$ cat src/rtl/vx_cache_wb_sequencer.sv
// vx_cache_wb_sequencer: flush sequencer for a writeback cache bank.
// Walks every (line, way) entry, writes back valid dirty lines to memory
// with the dirty mask as byte enables, then clears the dirty bits.
// Optional feature macro: VX_CACHE_FLUSH_INVAL_EN (adds ds_inval so the
// bank is left empty after the flush).
module vx_cache_wb_sequencer #(
    parameter  int LINES     = 64,
    parameter  int NUM_WAYS  = 4,
    parameter  int LINE_SIZE = 16,
    parameter  int TAG_WIDTH = 20,
    localparam int LW        = $clog2(LINES),
    localparam int WW        = (NUM_WAYS > 1) ? $clog2(NUM_WAYS) : 1
) (
    input  logic                    clk,
    input  logic                    reset,
    input  logic                    flush_valid,
    output logic                    flush_ready,
    output logic                    flush_done,
    input  logic                    core_idle,
    output logic                    ds_read,
    output logic                    ds_clear,
`ifdef VX_CACHE_FLUSH_INVAL_EN
    output logic                    ds_inval,
`endif
    output logic [LW-1:0]           ds_line_sel,
    output logic [NUM_WAYS-1:0]     ds_way_sel,
    input  logic                    ds_valid,
    input  logic [TAG_WIDTH-1:0]    ds_tag,
    input  logic [LINE_SIZE-1:0]    ds_dirty_byteen,
    input  logic [LINE_SIZE*8-1:0]  ds_line_data,
    output logic                    mem_req_valid,
    input  logic                    mem_req_ready,
    output logic [TAG_WIDTH+LW-1:0] mem_req_addr,
    output logic [LINE_SIZE-1:0]    mem_req_byteen,
    output logic [LINE_SIZE*8-1:0]  mem_req_data
);

    typedef enum logic [2:0] {
        S_IDLE,
        S_READ,
        S_CHECK,
        S_MEM_REQ,
        S_CLEAR,
        S_DONE
    } state_t;

    state_t                   r_state;
    logic [LW-1:0]            r_line;
    logic [WW-1:0]            r_way;
    logic                     r_flush_ready;
    logic                     r_flush_done;
    logic                     r_mem_req_valid;
    logic                     r_ds_clear;
    logic [TAG_WIDTH-1:0]     r_cap_tag;
    logic [LINE_SIZE-1:0]     r_cap_byteen;
    logic [LINE_SIZE*8-1:0]   r_cap_data;

    logic                     w_dirty_hit;
    logic                     w_advance;
    logic                     w_last_way;
    logic                     w_last_entry;
    logic [LW-1:0]            w_line_nxt;
    logic [WW-1:0]            w_way_nxt;

    // Entry classification and next (line, way) position for the walk
    always_comb begin
        w_dirty_hit  = ds_valid && (|ds_dirty_byteen);
        w_advance    = ((r_state == S_CHECK) && !w_dirty_hit) || (r_state == S_CLEAR);
        w_last_way   = (r_way == WW'(NUM_WAYS - 1));
        w_last_entry = w_last_way && (r_line == LW'(LINES - 1));
        w_way_nxt    = w_last_way ? '0 : r_way + WW'(1);
        w_line_nxt   = w_last_way ? r_line + LW'(1) : r_line;
    end

    // Walk FSM with its registered outputs and line capture registers
    always_ff @(posedge clk or negedge reset) begin
        if (!reset) begin
            r_state         <= S_IDLE;
            r_line          <= '0;
            r_way           <= '0;
            r_flush_ready   <= 1'b1;
            r_flush_done    <= 1'b0;
            r_mem_req_valid <= 1'b0;
            r_ds_clear      <= 1'b0;
            r_cap_tag       <= '0;
            r_cap_byteen    <= '0;
            r_cap_data      <= '0;
        end else begin
            r_flush_done <= 1'b0;
            r_ds_clear   <= 1'b0;
            case (r_state)
                S_IDLE: begin
                    if (flush_valid) begin
                        r_state       <= S_READ;
                        r_line        <= '0;
                        r_way         <= '0;
                        r_flush_ready <= 1'b0;
                    end
                end
                S_READ: begin
                    if (core_idle) r_state <= S_CHECK;
                end
                S_CHECK: begin
                    r_cap_tag    <= ds_tag;
                    r_cap_byteen <= ds_dirty_byteen;
                    r_cap_data   <= ds_line_data;
                    if (w_dirty_hit) begin
                        r_state         <= S_MEM_REQ;
                        r_mem_req_valid <= 1'b1;
                    end
                end
                S_MEM_REQ: begin
                    if (mem_req_ready) begin
                        r_state         <= S_CLEAR;
                        r_mem_req_valid <= 1'b0;
                        r_ds_clear      <= 1'b1;
                    end
                end
                S_CLEAR: begin
                end
                S_DONE: begin
                    r_state       <= S_IDLE;
                    r_flush_ready <= 1'b1;
                end
                default: begin
                    r_state       <= S_IDLE;
                    r_flush_ready <= 1'b1;
                end
            endcase
            // Advance is a same-cycle counter step shared by clean CHECK and CLEAR
            if (w_advance) begin
                if (w_last_entry) begin
                    r_state      <= S_DONE;
                    r_flush_done <= 1'b1;
                end else begin
                    r_state <= S_READ;
                    r_line  <= w_line_nxt;
                    r_way   <= w_way_nxt;
                end
            end
        end
    end

    // One-hot way select from the binary way counter
    always_comb begin
        ds_way_sel = '0;
        for (int unsigned i = 0; i < NUM_WAYS; i++) begin
            ds_way_sel[i] = (r_way == WW'(i));
        end
    end

    // ds_read is gated by core_idle in the same cycle, so only the strobe is decoded live
    assign ds_read        = (r_state == S_READ) && core_idle;
    assign ds_clear       = r_ds_clear;
    assign ds_line_sel    = r_line;
    assign flush_ready    = r_flush_ready;
    assign flush_done     = r_flush_done;
    assign mem_req_valid  = r_mem_req_valid;
    assign mem_req_addr   = {r_cap_tag, r_line};
    assign mem_req_byteen = r_cap_byteen;
    assign mem_req_data   = r_cap_data;

`ifdef VX_CACHE_FLUSH_INVAL_EN
    // Invalidate clean valid entries on inspection, dirty ones after writeback
    assign ds_inval = (r_state == S_CLEAR) ||
                      ((r_state == S_CHECK) && ds_valid && !(|ds_dirty_byteen));
`endif

endmodule

$ cat config.mk
export PLATFORM = sky130hd
export DESIGN_NAME = vx_cache_wb_sequencer
export DESIGN_NICKNAME = d
export VERILOG_FILES = /design/src/rtl/vx_cache_wb_sequencer.sv
export SDC_FILE = /design/constraint.sdc
export NUM_CORES = 1
export LEC_CHECK = 0
export CAP_MARGIN = 0
export CORE_ASPECT_RATIO = 0.8
export CORE_MARGIN = 2
export CORE_UTILIZATION = 37
export DETAILED_ROUTE_END_ITERATION = 16
export GPL_ROUTABILITY_DRIVEN = 0
export PLACE_DENSITY = 0.75
export RECOVER_POWER = 100
export SLEW_MARGIN = 20
export SYNTH_ARGS = -nofsm -noshare
export SYNTH_HDL_FRONTEND = slang
export SYNTH_SLANG_ARGS = --single-unit
$ cat constraint.sdc
create_clock -name clk -period 5.9 [get_ports clk]
set_clock_uncertainty 0.1 [all_clocks]
set_input_delay 1.18 -clock clk [delete_from_list [all_inputs] [get_ports clk]]
set_output_delay 1.18 -clock clk [all_outputs]
set_load 0.03 [all_outputs]
==> results.md, run 1 <==
* Ys flop type: dfrtp_1
* Synth cell types at 36
* Clk buf depth at 2
* Xor and xnor area share after synthesis at 0%
* Drt first-iter violations at 305
* Yosys top cell area share at 62.91%
* Syn nets at 974
* Mapped cell area at 7081 sq um
* # clock sinks at 179
* Placed insts at 1368
* CTS resizes at 0
* WL/cell at 14.93 um
* Grt peak-use layer: met2
* Initial DRT Pass Iterations at 4
* Crit path launch: r_state[2]
* Most frequent cells after synthesis: 499 x nand2_1, 178 x dfrtp_1, 19 x buf_2
* Async S/R FF share, synth at 100.0%
* Initial core utilization at 37.54%
* CTS buffer count at 17
* RSZ-0062 raised after global routing: false
* Hold path start: mem_req_data[9]
* # nets final at 1304
* Vias/cell at 4.526
* Max Clk Rate at 225.2 MHz
* Setup bufs post-CTS at 0
* Crit path launch type: register
* First-pass GRT wire length at 32390 um
* Total leakage power at 5.724 nW
* WS Path Type: reg -> reg
* Die height at 127.7 um
* Post-route cell area at 11370 sq um
* Area growth syn-to-layout at 60.54%
* CTS root buf: clkbuf_16
* Hold Crit Class: reg -> reg
* Post-synthesis mux area share at 0.1590%
* Cells after Synth at 799
* Critical path arrival at 4.68 ns
* Seq/Total Area, Yosys at 63.28%
* Vias in the first global route at 6354
* Row cnt at 45
* Critical Path End Type: register
* CTS clk-pin slew, worst paths at 0.07 ns
* Number of max-cap violations at 4
* Simple-gate area share of the yosys netlist at 29.81%
* GR Layer Usage met1 at 23.95%
* Post-route DRC violation count at 0
* Worst Tran Pin Value at 4.131 ns
* Final slew viol count at 267
* M2 GR Usage at 34.05%
* Final TNS setup at 0 ns
* Die area at 20270 sq um
* Largest family of logic cells by synthesized area: simple AND/OR/NAND/NOR gates
* Hold Fails Final Rpt at 0
* Final setup fails at 0
* Placeable Area at 18860 sq um
* Post-DP HPWL at 14940 um
* Post-synth EDFFs at 0
* Overflow after GRT at 0
* IO Count at 355
* Pin count of the biggest net entering global routing at 96
* Post-DRT Antenna Nets at 0
* Relative slew slack at -175.4%
* Yosys Warn Count at 0
* Largest area contributor in the netlist: dfrtp_1
* Post-synthesis adder-cell area fraction at 0.8835%
* Instance area at placement at 10770 sq um
* Compound-cell area share of the yosys netlist at 2.403%
* Port buffer count at 354
* R2R Path Start: r_state[2]
* Detailed Route WL at 20900 um
* Initial antenna violation count at 0
* Max VDD drop at 0.3385 mV
* Layout cells sized above 1 at 3.503%
* M3 GR Usage at 9.229%
* Status: finished, violations left
* Worst EP required at 6.14 ns
* Diode count at 0
* Area contributors post-synth: dfrtp_1 63%, nand2_1 26%, buf_2 1.3%
* Power Density at 582.1 nW/um^2
* Syn Area/Cell at 8.862 sq um
* Vias at 6336
* Fin cells at 1400
* Min cycle time layout at 4.441 ns
* Design Power at 6.617 mW
* Failing checks: max-capacitance violations, max-slew violations
* CTS tree: yes
* Most frequent cell after synthesis: nand2_1
* Worst-skew pair later-pin latency at 0.42 ns
* Max H-tree Level at 4
* # hold bufs at CTS at 0
* Worst Path Max Fanout at 93
* Register bit total from synthesis at 179
* GRT Total Usage at 20.54%
* # fillers at 1603
* Die span in x at 158.7 um
* Final period util at 75.27%
layout make-up:
cell class | count | area [sq um] | share of cell area, %
multi-input cells | 569 | 2365 | 20.80
flip-flops and latches | 179 | 4481 | 39.42
repair buffers | 359 | 3572 | 31.43
inverters | 3 | 11.26 | 0.09906
well taps | 258 | 322.8 | 2.840
clock inverters | 12 | 168.9 | 1.486
clock buffers | 20 | 446.7 | 3.930
worst paths after layout:
path	end	slack, ns	depth (start not counted)
min in group asynchronous	mem_req_data[32]	0.69	1
max reg2reg	mem_req_data[110]	1.46	5
max in group asynchronous	mem_req_data[20]	2.21	2
min	mem_req_data[9]	0.37	2
min reg2reg	mem_req_data[9]	0.37	2
max	mem_req_data[110]	1.46	5
stage by stage:
step	hold slack (ns)	utilization, %	setup slack [ns]
after global routing	0.3843	60.27	1.120
final	0.3663	60.27	1.459
after floorplan	0.4269	-	2.953
after CTS	0.3763	60.38	1.927
after detailed placement	0.3607	57.12	1.941
after global placement	0.3563	57.12	1.958
routing by layer:
layer | vias to the layer above | share of wire [%]
met4 | 0 | 1.8
met3 | 31 | 11
met2 | 236 | 48
met1 | 2954 | 39
met5 | - | 0
li1 | 3115 | -
state kept, by name (all words and copies together) (netlist names):
| register | count |
|---|---|
| flush_done | 1 |
| mem_req_data | 128 |
| mem_req_valid | 1 |
| flush_ready | 1 |
| ds_clear | 1 |
| mem_req_byteen | 16 |
| ds_line_sel | 6 |
| r_way | 2 |
| r_cap_tag | 20 |
| r_state | 3 |
placed cells by master, fill, tap and decap left out, types with 2 or more instances in the layout:
cell type and instances:
clkbuf_1 4, nor3_1 6, a211o_1 5, dlygate4sd3_1 189, nand4_1 2, a21oi_1 4, ha_1 5, inv_1 3
inv_6 4, o21ai_0 4, clkinv_4 2, bufinv_16 3, dfrtp_1 178, clkbuf_16 17, nor3b_1 2, nand2_1 499
clkdlybuf4s50_1 164, clkinvlp_4 2, a21o_1 3, buf_4 2, nor2_1 10, nand3_1 3, nor4_1 4, nand2b_1 4
nor2b_1 3
critical path, stage by stage, from the launching register on:
cell and delay (ns):
dfrtp_1 0.48, nand2b_1 0.25, nor2_4 0.12, clkbuf_1 2.88
nand2_1 0.27, nand2_1 0.19
kinds of logic after synthesis:
| group | after synthesis |
|---|---|
| and+or+nand+nor | 541 |
| adders and majority gates | 5 |
| buffers and inverters | 51 |
| DFF | 179 |
| muxes | 1 |
| AOI/OAI and AO/OA | 22 |
power by group:
part | total [mW] | switching, mW | internal [mW]
combinational | 3.32 | 2.13 | 1.19
clock | 1.19 | 0.499 | 0.689
sequential | 2.11 | 0.296 | 1.81
total | 6.62 | 2.93 | 3.69
Power figures use the tool's default switching activity.
==> run 2, diff against run 1 <==
clock period = 4.3 ns   (was 5.9 ns; I/O delays follow)
==> results.md, run 2 (synthesis results as in run 1) <==
* Final setup fails at 0 (unchanged)
* Instance area at placement at 10780 sq um (about the same)
* Crit-path slowest cell: or2_2
* Worst Path Max Fanout at 84 (-9.7%)
* Min cycle time layout at 3.491 ns (-0.9503 ns)
* # nets final at 1305 (+0.077%)
* Most Frequent Cell on Critical Path: nand2_1
* Pin count of the biggest net entering global routing at 95 (-1.0%)
* Most frequent cells in the layout: 499 x nand2_1, 189 x dlygate4sd3_1, 178 x dfrtp_1
* # fillers at 1597 (-0.37%)
* WL/cell at 14.71 um (-1.5%)
* Relative slew slack at -22.57% (+150 points)
* Overflow after GRT at 0 (unchanged)
* Final period util at 81.18% (+5.9 points)
* Layout cells sized above 1 at 3.587% (+0.084 points)
* Max VDD drop at 0.4309 mV (+27%)
* Vias in the first global route at 6211 (-2.3%)
* Max stage delay on crit path at 1.23 ns (-1.65 ns)
* CTS root buf: clkbuf_16
* Met1 wire length at 8178 um (+0.48%)
* # clock sinks at 179 (unchanged)
* Total leakage power at 5.746 nW (+0.38%)
* GRT Total Usage at 20.40% (-0.14 points)
* Cells on Worst Hold Path at 2 (unchanged)
* Initial antenna violation count at 0 (unchanged)
* Cell family contributing the most delay on the critical path: simple AND/OR/NAND/NOR gates
* Initial core utilization at 37.54% (unchanged)
* # hold bufs at CTS at 0 (unchanged)
* CTS buffer count at 17 (unchanged)
* CTS tree: yes
* Area of the multi-input gates at 2362 sq um (-0.11%)
* Critical path arrival at 3.75 ns (-0.93 ns)
* IO Count at 355 (unchanged)
* Placeable Area at 18860 sq um (unchanged)
* Initial DRT Pass Iterations at 6 (+2)
* Critical Path End Type: register
* Worst Tran Pin Value at 1.839 ns (-2.293 ns)
* Max Clk Rate at 286.5 MHz (+27%)
* Detailed Route WL at 20610 um (-1.4%)
* Crit path launch type: register
* Die span in x at 158.7 um (unchanged)
* Post-route cell area at 11400 sq um (+0.32%)
* Clk buf depth at 2 (unchanged)
* RSZ-0062 raised after global routing: false
* Number of max-cap violations at 4 (unchanged)
* Diode count at 0 (unchanged)
* Die area at 20270 sq um (unchanged)
* Failing checks: max-capacitance violations, max-slew violations
* R2R depth at 5 (unchanged)
* Final TNS setup at 0 ns (unchanged)
* Row cnt at 45 (unchanged)
* Power Density at 795.1 nW/um^2 (+37%)
* Worst EP required at 4.56 ns (-1.58 ns)
* Commonest non-fill, non-tap cell in the layout: nand2_1
* CTS resizes at 0 (unchanged)
* Max reg flops at 128 (unchanged)
* DR top layer: met4
* Final slew viol count at 203 (-24%)
* Hold Fails Final Rpt at 0 (unchanged)
* Port buffer count at 354 (unchanged)
* Die height at 127.7 um (unchanged)
* Setup bufs post-CTS at 0 (unchanged)
* Buffers and inverters on the worst path at 1 (unchanged)
* Pre-CTS setup slack at 1.003 ns (-0.9378 ns)
* CTS clk-pin slew, worst paths at 0.07 ns (about the same)
* Hold Crit Class: reg -> reg
* Design Power at 9.067 mW (+37%)
* Vias at 6367 (+0.49%)
* Vias/cell at 4.545 (+0.42%)
* Post-DP HPWL at 14920 um (about the same)
* Final Worst Setup Slack at 0.8091 ns (-0.6497 ns)
* DR WL met2 at 9739 um (-3.3%)
* WL met3 at 2399 um (+3.9%)
* Seq. cell area at 4481 sq um (unchanged)
* WS Path Type: reg -> reg
* Worst path cell trace: nand2b_1 > or2_2 > clkbuf_1 > nand2_1 > nand2_1
* Post-route DRC violation count at 0 (unchanged)
* Drt first-iter violations at 392 (+29%)
* Area growth syn-to-layout at 61.05%
* Post-DRT Antenna Nets at 0 (unchanged)
* Critical path depth in cells at 5 (unchanged)
* First-pass GRT wire length at 31970 um (-1.3%)
* Final core occ at 60.46% (+0.19 points)
* Status: finished, violations left
* Max H-tree Level at 4 (unchanged)
* Worst-skew pair later-pin latency at 0.42 ns (about the same)
==> run 2: final timing paths <==
kind / start / endpoint / slack (ns)
min in group asynchronous: reset / mem_req_data[31] / 0.81
setup reg to reg: r_state[2] / mem_req_data[85] / 0.81
setup / recovery: r_state[2] / mem_req_data[85] / 0.81
hold / removal: mem_req_data[109] / mem_req_data[109] / 0.37
max in group asynchronous: reset / mem_req_data[99] / 1.06
hold reg to reg: mem_req_data[109] / mem_req_data[109] / 0.37
==> run 2: metal layers <==
layer  up-vias  GRT usage (%)
li1       3122              -
met5         -              0
met2       252          32.95
met1      2974          24.49
met3        19          9.533
met4         0          5.829
==> run 2: stage by stage <==
stage | instances | hold WS, ns
after detailed placement | 1369 | 0.3610
after global routing | 1401 | 0.3894
after global placement | 1369 | 0.3563
after floorplan | 799 | 0.4269
final | 1401 | 0.3653
after CTS | 1401 | 0.3555
==> run 2: power breakdown <==
| group | switching [mW] | internal, mW |
|---|---|---|
| registers | 0.397 | 2.48 |
| clock network | 0.684 | 1.01 |
| logic | 2.91 | 1.59 |
| total | 3.99 | 5.08 |
==> run 2: tightest hold or removal path: cells and delay by family, from the launching register on <==
kind	cells	cell delay, ns
flops	1	0.33
simple gates	2	0.10
==> run 2: cell type report <==
type | count | share of cell area (%)
multi-input combinational | 569 | 20.72
tap | 258 | 2.831
clock inverter | 12 | 1.701
sequential | 179 | 39.29
clock buffer | 20 | 3.917
inverter | 3 | 0.09875
timing repair buffer | 360 | 31.45
==> run 3, diff against run 2 <==
CORE_UTILIZATION = 36   (was 37)
PLACE_DENSITY = 0.76   (was 0.75)
clock period = 3.15 ns   (was 4.3 ns; I/O delays follow)
==> results.md, run 3 (synthesis results as in run 1) <==
* Commonest non-fill, non-tap cell in the layout: nand2_1
* Number of max-cap violations at 1 (-3)
* Status: finished, violations left
* Vias in the first global route at 6287 (+1.2%)
* Met1 wire length at 8599 um (+5.1%)
* Row cnt at 45 (unchanged)
* Max reg flops at 128 (unchanged)
* Port buffer count at 354 (unchanged)
* Area growth syn-to-layout at 61.35%
* Cell family contributing the most delay on the critical path: buffers and inverters
* WS Path Type: in -> out
* DR WL met2 at 9909 um (+1.7%)
* Worst path cell trace: dlygate4sd3_1 > nor2b_1 > and3b_1 > clkdlybuf4s50_1
* # nets final at 1307 (+0.15%)
* First-pass GRT wire length at 32940 um (+3.0%)
* Die area at 20810 sq um (+2.7%)
* Layout cells sized above 1 at 4.017% (+0.43 points)
* Post-DP HPWL at 14960 um (+0.24%)
* DR top layer: met4
* Diode count at 0 (unchanged)
* CTS resizes at 0 (unchanged)
* Vias/cell at 4.507 (-0.83%)
* Worst Path Max Fanout at 3 (-96%)
* Max Clk Rate at 345.9 MHz
* Hold Fails Final Rpt at 0 (unchanged)
* CTS buffer count at 17 (unchanged)
* Vias at 6323 (-0.69%)
* GRT Total Usage at 20.19% (-0.21 points)
* Initial DRT Pass Iterations at 4 (-2)
* Crit-path slowest cell: clkdlybuf4s50_1
* Pin count of the biggest net entering global routing at 97 (+2.1%)
* # clock sinks at 179 (unchanged)
* Worst EP required at 2.42 ns (-2.14 ns)
* Final setup fails at 0 (unchanged)
* Fin cells at 1403 (+0.14%)
* Power Density at 1075 nW/um^2 (+35%)
* Placed insts at 1371 (+0.15%)
* Most frequent cells in the layout: 499 x nand2_1, 187 x dlygate4sd3_1, 178 x dfrtp_1
* Max H-tree Level at 4 (unchanged)
* Detailed Route WL at 20940 um (+1.6%)
* Final slew viol count at 72 (-65%)
* Setup bufs post-CTS at 0 (unchanged)
* Min cycle time layout at 2.891 ns
* Crit path launch type: primary input
* Placeable Area at 19140 sq um (+1.5%)
* Final period util at 91.79%
* Hold Crit Class: reg -> reg
* Relative slew slack at -30.05% (-7.5 points)
* RSZ-0062 raised after global routing: false
* CTS tree: yes
* Overflow after GRT at 0 (unchanged)
* # hold bufs at CTS at 0 (unchanged)
* Buffers and inverters on the worst path at 2 (+1)
* IO Count at 355 (unchanged)
* Failing checks: max-capacitance violations, max-slew violations
* Die height at 129.4 um (+1.3%)
* Drt first-iter violations at 262 (-33%)
* Die span in x at 160.8 um (+1.3%)
* Post-route DRC violation count at 0 (unchanged)
* Post-DRT Antenna Nets at 0 (unchanged)
* Critical Path End Type: output pin
* Initial core utilization at 36.99% (-0.55 points)
* Clk buf depth at 2 (unchanged)
* Worst-skew pair later-pin latency at 0.42 ns (about the same)
* Worst Tran Pin Value at 1.951 ns (+0.1122 ns)
* CTS clk-pin slew, worst paths at 0.07 ns (about the same)
* WL met3 at 1877 um (-22%)
* Critical path arrival at 2.16 ns (-1.59 ns)
* Max VDD drop at 0.4953 mV (+15%)
* CTS root buf: clkbuf_16
* Final TNS setup at 0 ns (unchanged)
* Max stage delay on crit path at 0.66 ns (-0.57 ns)
* Initial antenna violation count at 0 (unchanged)
* WL/cell at 14.93 um (+1.5%)
* Total leakage power at 5.758 nW (+0.20%)
-- run 3: cell count changes in the layout (fill, tap and decap cells not counted) --
cell / before / now
inv_6: 2 / 4
buf_4: 2 / 1
clkinv_2: 0 / 2
inv_8: 2 / 3
bufinv_16: 4 / 1
clkinvlp_4: 1 / 0
clkbuf_1: 4 / 1
clkbuf_8: 1 / 0
clkinv_8: 0 / 2
clkdlybuf4s50_1: 164 / 166
dlygate4sd3_1: 189 / 187
buf_12: 1 / 5
-- run 3: worst reg2reg max path: stages (launching register included) --
cell	delay (ns)
dfrtp_1	0.52
nand2b_1	0.25
or2_2	1.04
buf_4	0.50
nand2_1	0.11
nand2_1	0.09
-- run 3: layout make-up --
cell class,count,area [sq um]
Multi-Input combinational cell,569,2362
Inverter,3,11.26
Timing Repair Buffer,362,3655
Fill cell,1624,7719
Sequential cell,179,4481
Clock buffer,17,425.4
Clock inverter,15,167.7
Tap cell,258,322.8
-- run 3: power by group --
part           total [mW]  internal (mW)  leakage [nW]  switching [mW]
logic                6.20           2.21          3.26            3.99
registers            3.95           3.39          2.21           0.561
clock network        2.13           1.13         0.294           0.999
-- run 3: stage by stage --
stage	hold slack, ns	instance area (sq um)	power (mW)	setup WS [ns]	util, %
finish	0.3672	11420	12.28	0.2586	59.68
global route	0.3915	11420	13.07	0.1480	59.68
CTS	0.1375	11440	12.87	0.3307	59.77
detailed placement	0.3617	10850	10.68	0.3407	56.67
global placement	0.3564	10850	10.55	0.3592	56.67
floorplan	0.2344	7081	7.664	1.118	-
-- run 3: metal layers --
metal  GRT usage (%)  vias to the layer above
li1                -                     3133
met1           24.44                     2922
met2           32.89                      235
met3           8.163                       33
met4           7.563                        0
met5               0                        -
-- run 3: final timing paths --
| path | startpoint | cells after the start | endpoint | slack [ns] |
|---|---|---|---|---|
| hold / removal | mem_req_data[114] | 2 | mem_req_data[114] | 0.37 |
| max in group asynchronous | reset | 2 | mem_req_data[24] | 0.86 |
| min in group asynchronous | reset | 1 | r_cap_tag[10] | 0.63 |
| setup reg to reg | r_state[2] | 5 | mem_req_data[70] | 0.49 |
| setup / recovery | core_idle | 4 | ds_read | 0.26 |
| hold reg to reg | mem_req_data[114] | 2 | mem_req_data[114] | 0.37 |
